[src/rtl/cia_timer_bank.sv]
// Bank of NUM_TIMERS CIA-style down-counting interval timers sharing one byte-wide register port.
// Optional counter read snapshot is enabled by defining CIA_TIMER_BANK_SNAPSHOT_EN.
module cia_timer_bank #(
    parameter int unsigned NUM_TIMERS = 4,
    parameter int unsigned WIDTH      = 16,
    parameter int unsigned ADDR_W     = $clog2(NUM_TIMERS) + 3
) (
    input  logic                  clk,
    input  logic                  res_n,
    input  logic                  phi2_dn,
    input  logic                  we,
    input  logic                  rd,
    input  logic [ADDR_W-1:0]     addr,
    input  logic [7:0]            data_i,
    output logic [7:0]            data_o,
    input  logic                  cnt_up,
    input  logic                  cnt,
    output logic [NUM_TIMERS-1:0] ufl,
    output logic [NUM_TIMERS-1:0] pb,
    output logic                  irq_n
);
    localparam int unsigned NB = WIDTH / 8;

    logic [WIDTH-1:0]      latch_q [NUM_TIMERS];
    logic [WIDTH-1:0]      latch_n [NUM_TIMERS];
    logic [WIDTH-1:0]      count_q [NUM_TIMERS];
    logic [WIDTH-1:0]      count_n [NUM_TIMERS];
    logic [7:0]            ctrl_q  [NUM_TIMERS];
    logic [7:0]            ctrl_n  [NUM_TIMERS];
    logic [NUM_TIMERS-1:0] flag_q, flag_n, tff_q, tff_n, pulse_q, pulse_n, pb_n;
    logic [NUM_TIMERS:0]   casc;
    logic [2:0]            off;
    logic [3:0]            ctl;
    logic                  hit, wr_hit, ctrl_wr, do_load, src, tick, uf, irq_c;
`ifdef CIA_TIMER_BANK_SNAPSHOT_EN
    logic [WIDTH-1:0]      snap_q [NUM_TIMERS];
    logic [WIDTH-1:0]      snap_n [NUM_TIMERS];
    logic [NUM_TIMERS-1:0] snap_v_q, snap_v_n;
`endif

    assign off = addr[2:0];

    // Next-state logic; timers are walked in index order so cascaded underflows ripple in one clk.
    always_comb begin
        latch_n = latch_q;
        count_n = count_q;
        ctrl_n  = ctrl_q;
        flag_n  = flag_q;
        tff_n   = tff_q;
        pulse_n = pulse_q;
        pb_n    = '0;
        casc    = '0;
        hit     = 1'b0;
        wr_hit  = 1'b0;
        ctrl_wr = 1'b0;
        do_load = 1'b0;
        ctl     = '0;
        src     = 1'b0;
        tick    = 1'b0;
        uf      = 1'b0;
        irq_c   = 1'b0;
`ifdef CIA_TIMER_BANK_SNAPSHOT_EN
        snap_n   = snap_q;
        snap_v_n = snap_v_q;
`endif
        for (int i = 0; i < int'(NUM_TIMERS); i++) begin
            hit     = ((addr >> 3) == ADDR_W'(i));
            wr_hit  = we && hit;
            ctrl_wr = wr_hit && (off == 3'd4);
            do_load = ctrl_wr && data_i[4];
            ctl     = ctrl_wr ? data_i[3:0] : ctrl_q[i][3:0];
            case (ctl[3:2])
                2'b00:   src = 1'b1;
                2'b01:   src = cnt_up;
                2'b10:   src = casc[i];
                default: src = casc[i] && cnt;
            endcase
            tick      = phi2_dn && ctl[0] && !do_load && src;
            uf        = tick && (count_q[i] == '0);
            casc[i+1] = uf;
            if (tick) count_n[i] = uf ? latch_q[i] : count_q[i] - WIDTH'(1);

            for (int k = 0; k < int'(NB); k++)
                if (wr_hit && (off == 3'(k))) latch_n[i][8*k +: 8] = data_i;
            if (do_load)
                count_n[i] = latch_q[i];
            else if (wr_hit && (off == 3'(NB - 1)) && !ctrl_q[i][0])
                count_n[i] = latch_n[i];

            if (ctrl_wr)            ctrl_n[i] = {data_i[7:5], 1'b0, data_i[3:0]};
            else if (uf && ctl[1])  ctrl_n[i][0] = 1'b0;

            if (ctrl_wr && data_i[0] && !ctrl_q[i][0]) tff_n[i] = 1'b1;
            else if (uf)                               tff_n[i] = !tff_q[i];

            if (uf)           pulse_n[i] = 1'b1;
            else if (phi2_dn) pulse_n[i] = 1'b0;

            if (uf)                                flag_n[i] = 1'b1;
            else if (rd && hit && (off == 3'd5))   flag_n[i] = 1'b0;

            pb_n[i] = ctrl_n[i][6] && (ctrl_n[i][7] ? tff_n[i] : pulse_n[i]);
            irq_c   = irq_c || (flag_q[i] && ctrl_q[i][5]);
`ifdef CIA_TIMER_BANK_SNAPSHOT_EN
            if (rd && hit && (NB > 1)) begin
                if (off == 3'd0) begin
                    snap_n[i]   = count_q[i];
                    snap_v_n[i] = 1'b1;
                end else if (off == 3'(NB - 1)) begin
                    snap_v_n[i] = 1'b0;
                end
            end
`endif
        end
    end

    // Combinational read mux.
    always_comb begin
        data_o = '0;
        for (int i = 0; i < int'(NUM_TIMERS); i++) begin
            if ((addr >> 3) == ADDR_W'(i)) begin
                case (off)
                    3'd4:    data_o = ctrl_q[i];
                    3'd5:    data_o = {6'd0, ctrl_q[i][0], flag_q[i]};
                    default: begin
                        for (int k = 0; k < int'(NB); k++) begin
                            if (off == 3'(k)) begin
                                data_o = 8'(count_q[i] >> (8 * k));
`ifdef CIA_TIMER_BANK_SNAPSHOT_EN
                                if ((k != 0) && snap_v_q[i]) data_o = 8'(snap_q[i] >> (8 * k));
`endif
                            end
                        end
                    end
                endcase
            end
        end
    end

    always_ff @(posedge clk or negedge res_n) begin
        if (!res_n) begin
            for (int i = 0; i < int'(NUM_TIMERS); i++) begin
                latch_q[i] <= '1;
                count_q[i] <= '1;
                ctrl_q[i]  <= '0;
`ifdef CIA_TIMER_BANK_SNAPSHOT_EN
                snap_q[i]  <= '0;
`endif
            end
`ifdef CIA_TIMER_BANK_SNAPSHOT_EN
            snap_v_q <= '0;
`endif
            flag_q  <= '0;
            tff_q   <= '0;
            pulse_q <= '0;
            ufl     <= '0;
            pb      <= '0;
            irq_n   <= 1'b1;
        end else begin
            latch_q <= latch_n;
            count_q <= count_n;
            ctrl_q  <= ctrl_n;
`ifdef CIA_TIMER_BANK_SNAPSHOT_EN
            snap_q   <= snap_n;
            snap_v_q <= snap_v_n;
`endif
            flag_q  <= flag_n;
            tff_q   <= tff_n;
            pulse_q <= pulse_n;
            ufl     <= casc[NUM_TIMERS:1];
            pb      <= pb_n;
            irq_n   <= !irq_c;
        end
    end
endmodule

[config.mk]
export PLATFORM = sky130hd
export DESIGN_NAME = cia_timer_bank
export DESIGN_NICKNAME = d
export VERILOG_FILES = /design/src/rtl/cia_timer_bank.sv
export SDC_FILE = /design/constraint.sdc
export NUM_CORES = 1
export LEC_CHECK = 0
export CORE_AREA = 2 2 156 143
export DETAILED_ROUTE_END_ITERATION = 8
export DIE_AREA = 0 0 158 145
export PLACE_DENSITY = 0.66
export SYNTH_ARGS = -nofsm -noshare
export SYNTH_HDL_FRONTEND = slang
export SYNTH_SLANG_ARGS = --single-unit
[constraint.sdc]
create_clock -name clk -period 3.5 [get_ports clk]
set_input_delay 0.7 -clock clk [delete_from_list [all_inputs] [get_ports clk]]
set_output_delay 0.7 -clock clk [all_outputs]
set_load 0.01 [all_outputs]
# Word-level counts from Yosys, hierarchy flattened
# Cells that the tools add are included.
# op_classes
n_addsub,4
n_mul,0
div_mod_pow,0
n_lt_le_gt_ge,0
n_eq_ne,13
shifts,0
n_mux,88
bitwise_logic,0
n_reduce_logical,109
# ops
operator,n
$mux W16,16
$mux W8,20
$logic_and A1 B1 Y1,71
$logic_not A16 Y1,4
$pmux W8 S2,4
$sub A16 B1 Y16 const B,4
$mux W1,36
$mux W7,4
$mux W4,4
$reduce_bool A2 Y1,8
$logic_not A1 Y1,13
$reduce_bool A3 Y1,4
$eq A2 B1 Y1 const B,5
$eq A2 B2 Y1 const B,5
$pmux W1 S3,3
$logic_not A2 Y1,4
$eq A3 B3 Y1 const B,2
$logic_not A5 Y1,1
$eq A3 B1 Y1 const B,1
$logic_not A3 Y1,1
$logic_or A1 B1 Y1,3
$pmux W1 S2,1
# totals
ff_bits,177
latchBits,0
mem_bits_rw,0
romBits,0
in_bits,20
out_inout_bits,17
elab_cells,243
mem_count,0

# Depth between registers and ports, before layout
# logic_depth
ltp_word,24
depth_mapped,15
depth_no_buf,13

# Worst setup path before layout
# No wires, ideal clock.
# synth_timing
kind,input port to flip-flop
from,input port addr[1]
to,register pb[1]
setup_ns,0.119
arrival_time_ns,3.349
required_ns,3.381
slack_ns,0.032
stages,13
n_path_buf,2
cell_sequence,buf_6 or3b_4 or3_4 mux2_4 a21oi_2 nand3_4 inv_2 buf_4 o2111a_1 xnor2_1 o31ai_1 mux2_2 and2_1
# synth_between
elab_chain_len,15
word_cells_on_any_way,33
cone_classes,eq/ne: 4; mux: 9; reduce/logical: 20
# synth_rtl
element,line,rtl
"start, declared",13,"input logic [ADDR_W-1:0] addr,"
$eq A3 B3 Y1 *,69,ctrl_wr = wr_hit && (off == 3'd4);
$logic_and A1 B1 Y1 *,69,
$mux W4 / $logic_and A1 B1 Y1 (equally long branches),"71, 70",
"$eq A2 B1 Y1, or another cell as far along",72,case (ctl[3:2])
$pmux W1 S2 / $logic_and A1 B1 Y1 (equally long branches),"72, 78",
$logic_and A1 B1 Y1 *,78,tick = phi2_dn && ctl[0] && !do_load && src;
$logic_and A1 B1 Y1 *,79,uf = tick && (count_q[i] == '0);
via casc[1],31,logic [NUM_TIMERS:0] casc;
(+2 left out),-,
$logic_and A1 B1 Y1 *,78,
$logic_and A1 B1 Y1 *,79,
$mux W1 *,94,else if (uf) tff_n[i] = !tff_q[i];
$mux W1 *,93,if (ctrl_wr && data_i[0] && !ctrl_q[i][0]) tff_n[i] = 1'b1;
via tff_n[1],30,"logic [NUM_TIMERS-1:0] flag_q, flag_n, tff_q, tff_n, pulse_q, pulse_n, pb_n;"
$mux W1 *,102,pb_n[i] = ctrl_n[i][6] && (ctrl_n[i][7] ? tff_n[i] : pulse_n[i]);
$logic_and A1 B1 Y1 *,102,
via pb_n[1],30,
"end signal, assigned",171,pb <= pb_n;
"end, declared",19,"output logic [NUM_TIMERS-1:0] pb,"
# Mark *: on every way through the listed nets, which the timed path passes. The rest lies on a longest branch.
# A chain may end at the register's enable or synchronous reset.

# Worst setup path after layout
# layout_timing
from,input port addr[3]
to,output port data_o[5]
# layout_between
elab_chain_len,14
word_cells_on_any_way,17
cone_classes,eq/ne: 3; mux: 13; reduce/logical: 1
# layout_rtl
element,line,rtl
$logic_not A5 Y1,121,if ((addr >> 3) == ADDR_W'(i)) begin
$mux W8,121,
$mux W8 (2 in series),127,if (off == 3'(k)) begin
$pmux W8 S2,122,case (off)
$mux W8,121,
$mux W8 (2 in series),127,
$pmux W8 S2,122,
$mux W8,121,
$mux W8 (2 in series),127,
$pmux W8 S2,122,
$mux W8 *,121,
"end, declared",15,"output logic [7:0] data_o,"
# Mark *: on every way between the ends. The rest lies on a longest branch, timed or not.

==> key figures <==
Setup path
  • CP Capture Type: primary output
  • WS Path Type: input pin to primary output
  • Worst Path Required: 2.80 ns
  • Crit path max-delay cell type: clkdlybuf4s50_1
  • Worst setup path start: addr[3]
  • Crit path cell chain: dlygate4sd2_1 -> buf_4 -> nand2b_1 -> a211oi_1 -> nor3_2 -> a221oi_1 -> nor3_1 -> clkdlybuf4s50_1
  • Crit path launch type: input pin
  • Crit-path max FO: 4
  • Crit path largest cell delay: 0.51 ns
  • Worst EP arrival: 2.84 ns
  • FF-to-FF Start: count_q[36]

Timing
  • Setup WS post-layout: -0.04121 ns
  • Final Hold Vio Count: 0
  • Relative slew slack: 43.04%
  • RSZ-0062 raised after global routing: true
  • Period minus WS final: 3.541 ns
  • Max Clock Skew: 0.01327 ns
  • Fmax: 282.4 MHz
  • Final Slew Violations: 0
  • Final setup violation count: 1
  • Period utilization: 101.2%
  • Slew @ Worst Pin: 0.8517 ns

GRT
  • Initial antenna violation count: 0
  • Global-route wire length before repair: 53650 um
  • GR Util met2: 44.65%
  • Most used routing layer: met1
  • Grt ovf: 0
  • Met3 Usage GRT: 6.601%
  • Routing usage on met1: 45.77%
  • Vias in the first global route: 9226
  • Largest net degree at the start of global routing: 63
  • Tot GR Track Use: 30.70%

Placed design
  • Placed cell area: 0.01214 sq mm
  • Routability-driven placement congestion ratio: 1.006
  • Post-DP HPWL: 24750 um
  • I/O Buffers: 36

Die
  • Total die area: 0.02291 sq mm
  • Die Span Y: 145 um
  • Rows: 51
  • Io pins: 37
  • Die W: 158 um
  • Placeable Area: 0.02131 sq mm
  • Initial core utilization: 48.99%

Worst hold path
  • Hold WC Path Type: input pin to asynchronous set/reset pin

CTS
  • Clk buf depth: 2
  • Clock Sinks: 177
  • CTS Buf Count: 17
  • CTS clock-pin slew for the worst setup and hold paths: 0.07 ns
  • CTS tree: yes
  • Clk_lat worst skew: 0.44 ns
  • H-tree depth: 4
  • Root buf cell: clkbuf_16

Routing
  • Drt pass-1 iters: 5
  • Antenna-violating nets left: 0
  • DR WL/cell: 21.72 um
  • DRC: 0
  • Via density: 6.079
  • DRT iter0 DRCs: 900
  • Routed vias: 9563
  • Total Wirelength: 34160 um

Yosys
  • Syn_area_per_cell: 9.265 sq um
  • Main area contributors after synthesis: dfstp_2, dfrtp_1, mux2_2, nand2_1, o21ai_0
  • Area leader, netlist: dfstp_2
  • Synth top cells by count: nand2_1, dfstp_2, nor2_1, o21ai_0, mux2_2
  • Synth async-reset ratio: 100.0%
  • Syn Inst Count: 1127
  • Area share of the largest cell type after synthesis: 32.46%
  • Syn. warnings: 0
  • Synth Register Bits: 177
  • Mapped cell area: 0.01044 sq mm
  • Ys flop type: dfstp_2
  • Syn nets: 1151
  • Yosys cell types: 69
  • Post-synth EDFFs: 0
  • Sequential area share after synthesis: 43.97%
  • Most frequent cell after synthesis: nand2_1

Finish
  • Design area: 0.01288 sq mm
  • FILL cells: 1832
  • Layout net count: 1293
  • Layout area overhead: 23.32%
  • Number of antenna repair diodes: 0
  • Layout cells sized above 1: 34.40%
  • Final Core Density: 60.41%

Pwr
  • Pwr Density: 641.9 mW/mm^2
  • Leakage: 5.515 nW
  • Peak VDD IR: 0.3275 mV

Status
  • Failing checks: negative setup slack
  • Status: finished, violations left

Job
  • MaxCap Viol Count: 0
## layer usage
layer / vias to the layer above / share of wire, %
li1: 4323 / -
met1: 4651 / 44
met2: 501 / 44
met3: 88 / 9.3
met4: 0 / 2.9
met5: - / 0
## registers in the layout (all words and copies together) (netlist names), 4 cells and up
name	flops
pulse_q	4
pb	4
tff_q	4
ufl	4
latch_q	64
count_q	64
flag_q	4
ctrl_q	28
## path summary, 6_finish.rpt
path	endpoint	slack [ns]	depth (start not counted)
setup / recovery	data_o[5]	-0.04	8
hold / removal	ctrl_q[26]	0.26	1
setup reg to reg	count_q[10]	0.30	11
hold reg to reg	pulse_q[2]	0.47	1
max in group asynchronous	count_q[47]	2.48	2
min in group clk	pulse_q[2]	0.47	1
## logic make-up after synthesis
logic type	after synthesis	synth area share, %
AND/OR/NAND/NOR	383	16.76
AO/OA/AOI/OAI	300	17.82
flip-flops	177	43.97
multiplexers	106	12.34
buffers and inverters	102	4.014
XOR/XNOR	55	4.614
adder cells (fa/ha/maj)	4	0.4793
## where the power goes
part	internal (W)	switching, W
Sequential	0.00294	0.000802
Combinational	0.00128	0.00126
Clock	0.00115	0.000828
Total	0.00538	0.00289
## final cells by class
type                            count  area (sq um)  area share (%)
Timing Repair Buffer              194          1619           12.57
Clock buffer                       21         460.4           3.576
Inverter                           31         118.9          0.9231
Multi-Input combinational cell    848          5587           43.39
Tap cell                          291         364.1           2.828
Clock inverter                     11         136.4           1.059
Sequential cell                   177          4591           35.65
## worst max-delay path: cells and delay by family
kind | cells | cell delay [ns]
AOI/OAI and AO/OA | 2 | 0.71
and+or+nand+nor | 3 | 0.41
buffers and inverters | 3 | 1.02
## stage by stage
step,setup TNS [ns],power (W),setup WS [ns],instances,hold WS (ns)
3_3_place_gp,-20.00,0.006110,-0.5884,1538,0.4570
2_1_floorplan,0,0.005213,0.03214,1127,0.4044
4_1_cts,-0.05765,0.008206,-0.05765,1570,0.2736
6_report,-0.04121,0.008265,-0.04121,1573,0.2582
3_5_place_dp,-24.18,0.006178,-0.6154,1538,0.4543
5_1_grt,-0.04184,0.008732,-0.03934,1573,0.2801
## placed cells by master (no fill, tap or decap), drive strengths merged, types with 7 or more instances in the layout
cell | netlist | layout
dfrtp | 48 | 48
clkinv | 0 | 7
o22ai | 39 | 39
nor3 | 23 | 23
a221oi | 10 | 10
o211ai | 16 | 16
nor4 | 12 | 12
a21oi | 60 | 60
a21o | 8 | 8
o31ai | 11 | 11
nand2b | 12 | 12
nor2 | 104 | 104
mux4 | 11 | 11
mux2 | 69 | 69
or3 | 13 | 13
clkdlybuf4s50 | 0 | 26
inv | 31 | 31
xnor2 | 35 | 35
nand3 | 13 | 13
nor2b | 7 | 7
buf | 18 | 161
nand2 | 166 | 166
xor2 | 20 | 20
or4 | 9 | 9
mux2i | 26 | 26
a31oi | 13 | 13
clkbuf | 53 | 23
o21ai | 103 | 103
dfstp | 129 | 129
## what timing repair did
action                     in CTS  in global routing
resized for setup              17                 32
setup buffers                   0                  3
setup endpoints to repair      11                 40
hold buffers                    0                  0
pin swaps                       3                  8
Note: power is estimated with default switching activity, not from simulation.
